`src/rtl/hdmi_packet_pkg.sv`:
```
// hdmi_packet_pkg: shared HDMI data-island packet type codes and InfoFrame indices.
//   PKT_*  : 8-bit HDMI packet header type codes handed to the packet assembler
//   IF_*   : bit positions of each InfoFrame in pending/grant vectors
//   WIN_*  : bit positions in the one-hot winner vector of the priority selector
package hdmi_packet_pkg;

    typedef logic [7:0] pkt_type_t;

    localparam pkt_type_t PKT_NULL         = 8'h00;
    localparam pkt_type_t PKT_ACR          = 8'h01;
    localparam pkt_type_t PKT_AUDIO_SAMPLE = 8'h02;
    localparam pkt_type_t PKT_AVI_IF       = 8'h82;
    localparam pkt_type_t PKT_SPD_IF       = 8'h83;
    localparam pkt_type_t PKT_AUDIO_IF     = 8'h84;

    localparam int IF_AVI      = 0;
    localparam int IF_SPD      = 1;
    localparam int IF_AUDIO_IF = 2;

    // Winner vector: [0] ACR, [1] audio sample, [4:2] InfoFrames in IF_* order
    localparam int WIN_ACR     = 0;
    localparam int WIN_AUDIO   = 1;
    localparam int WIN_IF_BASE = 2;

endpackage

```
`src/rtl/packet_priority_select.sv`:
```
// packet_priority_select: combinational fixed-priority pick of the next data-island packet.
//   acr_pending  : ACR request outstanding
//   audio_valid  : audio sample packet available
//   burst_limit  : audio burst exhausted while an InfoFrame waits, so audio is skipped
//   if_pending   : pending InfoFrames, indexed by IF_*
//   winner       : one-hot winner, indexed by WIN_* (all zero for a null slot)
//   pkt_type     : HDMI packet type code of the winner
module packet_priority_select
    import hdmi_packet_pkg::*;
(
    input  logic       acr_pending,
    input  logic       audio_valid,
    input  logic       burst_limit,
    input  logic [2:0] if_pending,
    output logic [4:0] winner,
    output pkt_type_t  pkt_type
);

    logic audio_ok;

    assign audio_ok = audio_valid && !burst_limit;

    // InfoFrame order is AVI, audio InfoFrame, SPD
    always_comb begin
        winner   = acr_pending             ? 5'b00001 << WIN_ACR :
                   audio_ok                ? 5'b00001 << WIN_AUDIO :
                   if_pending[IF_AVI]      ? 5'b00001 << (WIN_IF_BASE + IF_AVI) :
                   if_pending[IF_AUDIO_IF] ? 5'b00001 << (WIN_IF_BASE + IF_AUDIO_IF) :
                   if_pending[IF_SPD]      ? 5'b00001 << (WIN_IF_BASE + IF_SPD) : 5'b00000;
        pkt_type = acr_pending             ? PKT_ACR :
                   audio_ok                ? PKT_AUDIO_SAMPLE :
                   if_pending[IF_AVI]      ? PKT_AVI_IF :
                   if_pending[IF_AUDIO_IF] ? PKT_AUDIO_IF :
                   if_pending[IF_SPD]      ? PKT_SPD_IF : PKT_NULL;
    end

endmodule

```
`src/rtl/packet_scheduler.sv`:
```
// packet_scheduler: per-slot HDMI data-island scheduler for ACR, audio samples and InfoFrames.
//   clk_pixel, reset_n      : pixel clock, asynchronous active-low reset
//   packet_enable           : a new packet slot starts this cycle
//   frame_start             : re-arms the enabled InfoFrames once per frame
//   clk_audio_counter_wrap  : toggle from the ACR generator, each edge is one request
//   audio_sample_valid      : audio sample packet available (sampled at slot start)
//   packet_type             : selected packet type, held until the next accepted slot
//   acr_grant, audio_grant, infoframe_grant : one-cycle grants to the chosen source
//   acr_overrun             : sticky, ACR edge arrived while one was still pending
//   slot_error              : sticky, packet_enable arrived before the slot ended
module packet_scheduler
    import hdmi_packet_pkg::*;
#(
    parameter int         AUDIO_BURST_MAX  = 4,
    parameter logic [2:0] INFOFRAME_ENABLE = 3'b111,
    parameter int         SLOT_CYCLES      = 32
) (
    input  logic       clk_pixel,
    input  logic       reset_n,
    input  logic       packet_enable,
    input  logic       frame_start,
    input  logic       clk_audio_counter_wrap,
    input  logic       audio_sample_valid,
    output pkt_type_t  packet_type,
    output logic       acr_grant,
    output logic       audio_grant,
    output logic [2:0] infoframe_grant,
    output logic       acr_overrun,
    output logic       slot_error
);

    logic       wrap_q;
    logic       acr_pending;
    logic [2:0] if_pending;
    logic [3:0] burst_cnt;
    logic [4:0] slot_cnt;
    logic       acr_edge;
    logic       accept;
    logic       burst_limit;
    logic [4:0] winner;
    logic [4:0] grant_now;
    pkt_type_t  sel_type;

    assign acr_edge    = clk_audio_counter_wrap ^ wrap_q;
    assign accept      = packet_enable && slot_cnt == '0;
    assign burst_limit = burst_cnt == 4'(AUDIO_BURST_MAX) && |if_pending;
    assign grant_now   = accept ? winner : 5'b00000;

    packet_priority_select u_select (
        .acr_pending (acr_pending),
        .audio_valid (audio_sample_valid),
        .burst_limit (burst_limit),
        .if_pending  (if_pending),
        .winner      (winner),
        .pkt_type    (sel_type)
    );

    // New requests take precedence over a same-cycle grant, so pending stays set
    always_ff @(posedge clk_pixel or negedge reset_n) begin
        if (!reset_n) begin
            wrap_q          <= 1'b0;
            acr_pending     <= 1'b0;
            if_pending      <= 3'b000;
            burst_cnt       <= 4'd0;
            slot_cnt        <= 5'd0;
            packet_type     <= PKT_NULL;
            acr_grant       <= 1'b0;
            audio_grant     <= 1'b0;
            infoframe_grant <= 3'b000;
            acr_overrun     <= 1'b0;
            slot_error      <= 1'b0;
        end else begin
            wrap_q          <= clk_audio_counter_wrap;
            acr_pending     <= acr_edge | (acr_pending & ~grant_now[WIN_ACR]);
            acr_overrun     <= acr_overrun | (acr_edge & acr_pending & ~grant_now[WIN_ACR]);
            if_pending      <= (frame_start ? INFOFRAME_ENABLE : 3'b000) | (if_pending & ~grant_now[4:2]);
            acr_grant       <= grant_now[WIN_ACR];
            audio_grant     <= grant_now[WIN_AUDIO];
            infoframe_grant <= grant_now[4:2];
            slot_error      <= slot_error | (packet_enable & ~accept);
            slot_cnt        <= accept ? 5'(SLOT_CYCLES - 1) : slot_cnt != '0 ? slot_cnt - 5'd1 : slot_cnt;
            if (accept) begin
                packet_type <= sel_type;
                burst_cnt   <= winner[WIN_AUDIO] ? (burst_cnt >= 4'(AUDIO_BURST_MAX) ? burst_cnt : burst_cnt + 4'd1) :
                               winner[WIN_ACR]   ? burst_cnt : 4'd0;
            end
        end
    end

endmodule

```
`config.mk`:
```
export PLATFORM = sky130hd
export DESIGN_NAME = packet_scheduler
export DESIGN_NICKNAME = d
export VERILOG_FILES = /design/src/rtl/hdmi_packet_pkg.sv /design/src/rtl/packet_priority_select.sv /design/src/rtl/packet_scheduler.sv
export SDC_FILE = /design/constraint.sdc
export NUM_CORES = 1
export LEC_CHECK = 0
export ABC_AREA = 1
export BUFFER_PORTS_ARGS = -buffer_cell sky130_fd_sc_hd__buf_2
export CAP_MARGIN = 0
export CORE_MARGIN = 3
export CORE_UTILIZATION = 40
export CTS_CLUSTER_SIZE = 8
export DETAILED_ROUTE_END_ITERATION = 6
export SLEW_MARGIN = 20
export SYNTH_ARGS = -nofsm -noshare
export SYNTH_HDL_FRONTEND = slang
export SYNTH_SLANG_ARGS = --single-unit
```
`constraint.sdc`:
```
create_clock -name clk_pixel -period 2.6 [get_ports clk_pixel]
set_input_delay 0.52 -clock clk_pixel [delete_from_list [all_inputs] [get_ports clk_pixel]]
set_output_delay 0.52 -clock clk_pixel [all_outputs]
set_load 0.01 [all_outputs]
```
# Yosys cells after proc, flatten, opt, wreduce, memory -nomap -nowiden
# Cells that the tools add are included.
# word_totals
regBits	29
in_bits	6
output_inout_bits	15
word_cells	56
# op_classes
n_addsub	2
order_cmp	1
eq_ne	3
n_mux	17
n_bitwise	13
reduce_logical	9
# ops
op	n
two-way mux 8 bit	5
two-way mux 5 bit	7
two-way mux 4 bit	4
zero test 5 bit	1
nonzero test 5 bit	1
subtractor 5 x 1 -> 5 bit, second input constant	1
adder 4 x 1 -> 4 bit, second input constant	1
AND 1 bit	4
== test 4 x 3 -> 1 bit, second input constant	1
greater-or-equal comparator 4 x 3 -> 1 bit, second input constant	1
AND 3 bit	1
logical AND 1 bit	3
two-way mux 3 bit	1
NOT 3 bit	1
bitwise OR 1 bit	3
bitwise OR 3 bit	1
AND reduction 3 bit	1
OR reduction 3 bit	1
inequality test 2 x 1 -> 1 bit, second input constant	1
inequality test 2 bit, second input constant	1
NOT 1 bit	2
nonzero test 2 bit	1
zero test 1 bit	1
XOR 1 bit	1

# Logic depth before layout (Yosys ltp)
# logic_depth
ltp_word	10
ltp_mapped	10
ltp_nobuf	10

# Cells and area by module
# From an unflattened synthesis, not the netlist that was laid out.
# unflattened
cells_unflattened	162
hier_area_um2	1421.4
# modules_own_cells
module	instances	cells_each	area_each_um2	seq_area_each_um2
packet_scheduler	1	137	1271.2	725.7
packet_priority_select	1	25	150.1	0.0

# Least setup slack after synthesis
# Ideal clock, no wire load.
# synth_path
path_kind	flip-flop to flip-flop
startpoint	register slot_cnt[0]
endpoint	register if_pending[1]
setup_ps	117
arrival_ps	1245
path_slack_ps	1237
path_stages_with_launch	8
path_cell_list	dfrtp_1 inv_1 ha_1 nand4_4 nor2_8 nand3_1 nand2_1 nand2_1
# synth_between
elab_chain_cells	6
# synth_rtl
element	line	rtl
from (decl)	packet_scheduler.sv:36	logic [4:0] slot_cnt;
from (signal assigned)	packet_scheduler.sv:81	slot_cnt <= accept ? 5'(SLOT_CYCLES - 1) : slot_cnt != '0 ? slot_cnt - 5'd1 : slot_cnt;
zero test 5 bit	packet_scheduler.sv:45	assign accept = packet_enable && slot_cnt == '0;
logical AND 1 bit	packet_scheduler.sv:45	
two-way mux 5 bit	packet_scheduler.sv:47	assign grant_now = accept ? winner : 5'b00000;
NOT 3 bit	packet_scheduler.sv:76	if_pending <= (frame_start ? INFOFRAME_ENABLE : 3'b000) | (if_pending & ~grant_now[4:2]);
AND 3 bit	packet_scheduler.sv:76	
bitwise OR 3 bit	packet_scheduler.sv:76	
to (signal assigned)	packet_scheduler.sv:76	
to (decl)	packet_scheduler.sv:34	logic [2:0] if_pending;
# No other way between the ends.
# A chain may end at the register's enable or synchronous reset.

# Worst setup path in the final report
# Ends and elaborated chain as after synthesis.

==> results_dict.tcl <==
set metrics [dict create \
    status "finished, final reports clean" \
    fmax_ghz 0.662 \
    die_w_um 60.1 \
    synth_top_area_cell "dfrtp_1" \
    p_switching_uw 294 \
    fp.coreArea_um2 2640 \
    antenna_found_initial 0 \
    p_comb_frac 0.235 \
    overflow 0 \
    wire_per_inst_um 11.1 \
    ys.flop_type "dfrtp_1" \
    ys_seq_area_frac 0.535 \
    cts_tree "done" \
    skew_ns 0.00328 \
    p_per_area_nw_per_um2 671 \
    netlist_area_um2 1170 \
    antenna_left 0 \
    drc 0 \
    synth-async-reset-ratio 1.00 \
    cpMostUsedCell "nand2_1" \
    rsz0062_at_grt "no" \
    setup_tns_ns 0 \
    postCtsSetupBuffers 0 \
    multiInputGateArea_um2 450 \
    fin_crit_ns 1.51 \
    switching_share 0.338 \
    portBuffers 16 \
    numCtsBuffers 3 \
    cp_cell_sequence "inv_1 -> ha_1 -> nand4_4 -> nor2_8 -> nand3_1 -> nand2_1 -> nand2_1" \
    cts_sinks 25 \
    fin_nets 154 \
    cap_violations 0 \
    cts.repair.resized 0 \
    synthTopCellsByCount "27 x nand2_1, 25 x dfrtp_1, 19 x inv_1" \
    seqCellArea_um2 626 \
    final.period_utilization 0.581 \
    clock-root-buffer "clkbuf_4" \
    die_y_um 60.1 \
    clk_path_buf_depth 2 \
    place.gp.congestion 0.832 \
    critPathCaptureType "flip-flop" \
    synth_area_leaders "dfrtp_1 53%, nand2_1 8.7%, inv_1 6.1%, nor2_1 3.9%, ha_1 3.2%" \
    crit_arrival_ns 1.74 \
    synth_top_area_frac 0.535 \
    p_int_uw 577 \
    cpMaxStageDelayCell "dfrtp_1" \
    holdWs_ns 0.160 \
    clkPwrFrac 0.205 \
    clk_pin_slew_ns 0.14 \
    worstMarginPinSlew_ns 0.535 \
    crit_type "reg -> reg" \
    synthCells 125 \
    synth_edf_count 0 \
    synth_area_per_cell_um2 9.36 \
    grt_pass1_wl_mm 3.37 \
    holdBufCountCts 0 \
    dp_slack_ns 1.09 \
    viasPerCell 4.58 \
    routed_wl_mm 1.93 \
    grt_pass1_vias 789 \
    hp-class "in -> async" \
    synthToLayoutAreaGrowth_pct 11.0 \
    place_inst 170 \
    first_pass_iters 4 \
    row_count 18 \
    p_leak_uw 0.000744 \
    dieArea_um2 3610 \
    track_usage 0.124 \
    dp_hpwl_mm 1.44 \
    final_cell_area_um2 1300 \
    vdd_drop_max_mv 0.436 \
    placedInstanceArea_um2 1270 \
    max_stage_delay_ns 0.42 \
    fillers 251 \
    hold_viol 0 \
    cp_max_fo 10 \
    start_util 0.444 \
    diodes 0 \
    start_kind "flip-flop" \
    final_cells 174 \
    io_pins 21 \
    yosysMostFrequentCell "nand2_1" \
    drt_iter0_drc 25 \
    vias 797 \
    setup_viol 0 \
    synth.distinct_cells 25 \
    slew_headroom 0.643 \
    required_ns 2.82 \
    seqPwrFrac 0.560 \
    worst_slack_ns 1.09 \
    drive_gt1_frac 0.236 \
    grt_max_degree 26 \
    clkLatencyLatePin_ns 0.31 \
    drv_slew 0 \
    htreeDepth 1 \
    yosys_warnings 0 \
    ys_ff_latch 25 \
]
==> path summary, 6_finish.rpt <==
kind                                                 to               startpoint  cells after the start  slack, ns
setup / recovery                if_pending[1]$_DFF_PN0_  slot_cnt[0]$_DFFE_PN0P_                      7       1.09
hold / removal                      acr_grant$_DFF_PN0_                  reset_n                      1       0.16
setup reg to reg                if_pending[1]$_DFF_PN0_  slot_cnt[0]$_DFFE_PN0P_                      7       1.09
hold reg to reg                    slot_error$_DFF_PN0_     slot_error$_DFF_PN0_                      1       0.47
max in group asynchronous  infoframe_grant[0]$_DFF_PN0_                  reset_n                      1       2.08
min in group clk_pixel                 wrap_q$_DFF_PN0_   clk_audio_counter_wrap                      1       0.32
==> worst max-delay path: cells and delay by family, from the launching register on <==
| family | cells | cell delay [ns] |
|---|---|---|
| AND/OR/NAND/NOR | 5 | 0.68 |
| adder cells (fa/ha/maj) | 1 | 0.24 |
| flip-flops | 1 | 0.42 |
| buffers and inverters | 1 | 0.08 |
==> flip-flops by register name, indices dropped and copies added (netlist names) <==
register         count
acr_overrun          1
slot_error           1
audio_grant          1
acr_grant            1
burst_cnt            4
packet_type          4
if_pending           3
wrap_q               1
slot_cnt             5
infoframe_grant      3
acr_pending          1
==> layer usage <==
metal  track usage  vias to the layer above  wire [um]
li1              -                      421          -
met1         0.167                      358        986
met2         0.188                       16        842
met3        0.0346                        2         84
met4        0.0475                        0         19
met5             0                        -          0
==> final cells by class <==
class                   count  area share
multi-input cells          79       0.347
well taps                  30      0.0289
clock inverters             1     0.00578
repair buffers             16      0.0617
flip-flops and latches     25       0.482
clock buffers               3      0.0173
inverters                  20      0.0578
==> cells in the final DEF (no fill, tap or decap), types with 2 or more instances in the layout <==
cell type / netlist / routed
dfrtp_1: 25 / 25
clkbuf_4: 0 / 3
nand2_1: 27 / 27
o21ai_2: 3 / 3
conb_1: 1 / 4
nand2_2: 3 / 3
nor2_1: 12 / 12
nand2_4: 2 / 2
nand3_1: 7 / 7
inv_1: 19 / 19
o21ai_0: 4 / 4
buf_2: 0 / 16
ha_1: 3 / 3
nand4_1: 3 / 3
==> power groups by stage <==
| stage | Combinational (uW) | Clock [uW] | Sequential (uW) |
|---|---|---|---|
| floorplan | 159 | 0 | 493 |
| global placement | 206 | 0 | 494 |
| detailed placement | 210 | 0 | 495 |
| CTS | 210 | 187 | 488 |
| global route | 243 | 206 | 496 |
| finish | 205 | 178 | 488 |
==> stage by stage <==
step | total power (uW) | utilization
after floorplan | 652 | -
after detailed placement | 705 | 0.481
final | 871 | 0.493
after global routing | 946 | 0.493
after global placement | 701 | 0.481
after CTS | 885 | 0.493
==> logic make-up (layout without fill, tap and decap cells) <==
logic type,after synthesis,after routing,synth area share
compound gates,11,11,0.0631
xor+xnor,1,1,0.00749
fa+ha+maj,3,3,0.0321
buf+inv,24,40,0.0898
flops,25,25,0.535
other cells,1,4,0.00321
simple gates,60,60,0.270
Note: power is estimated with default switching activity, not from simulation.
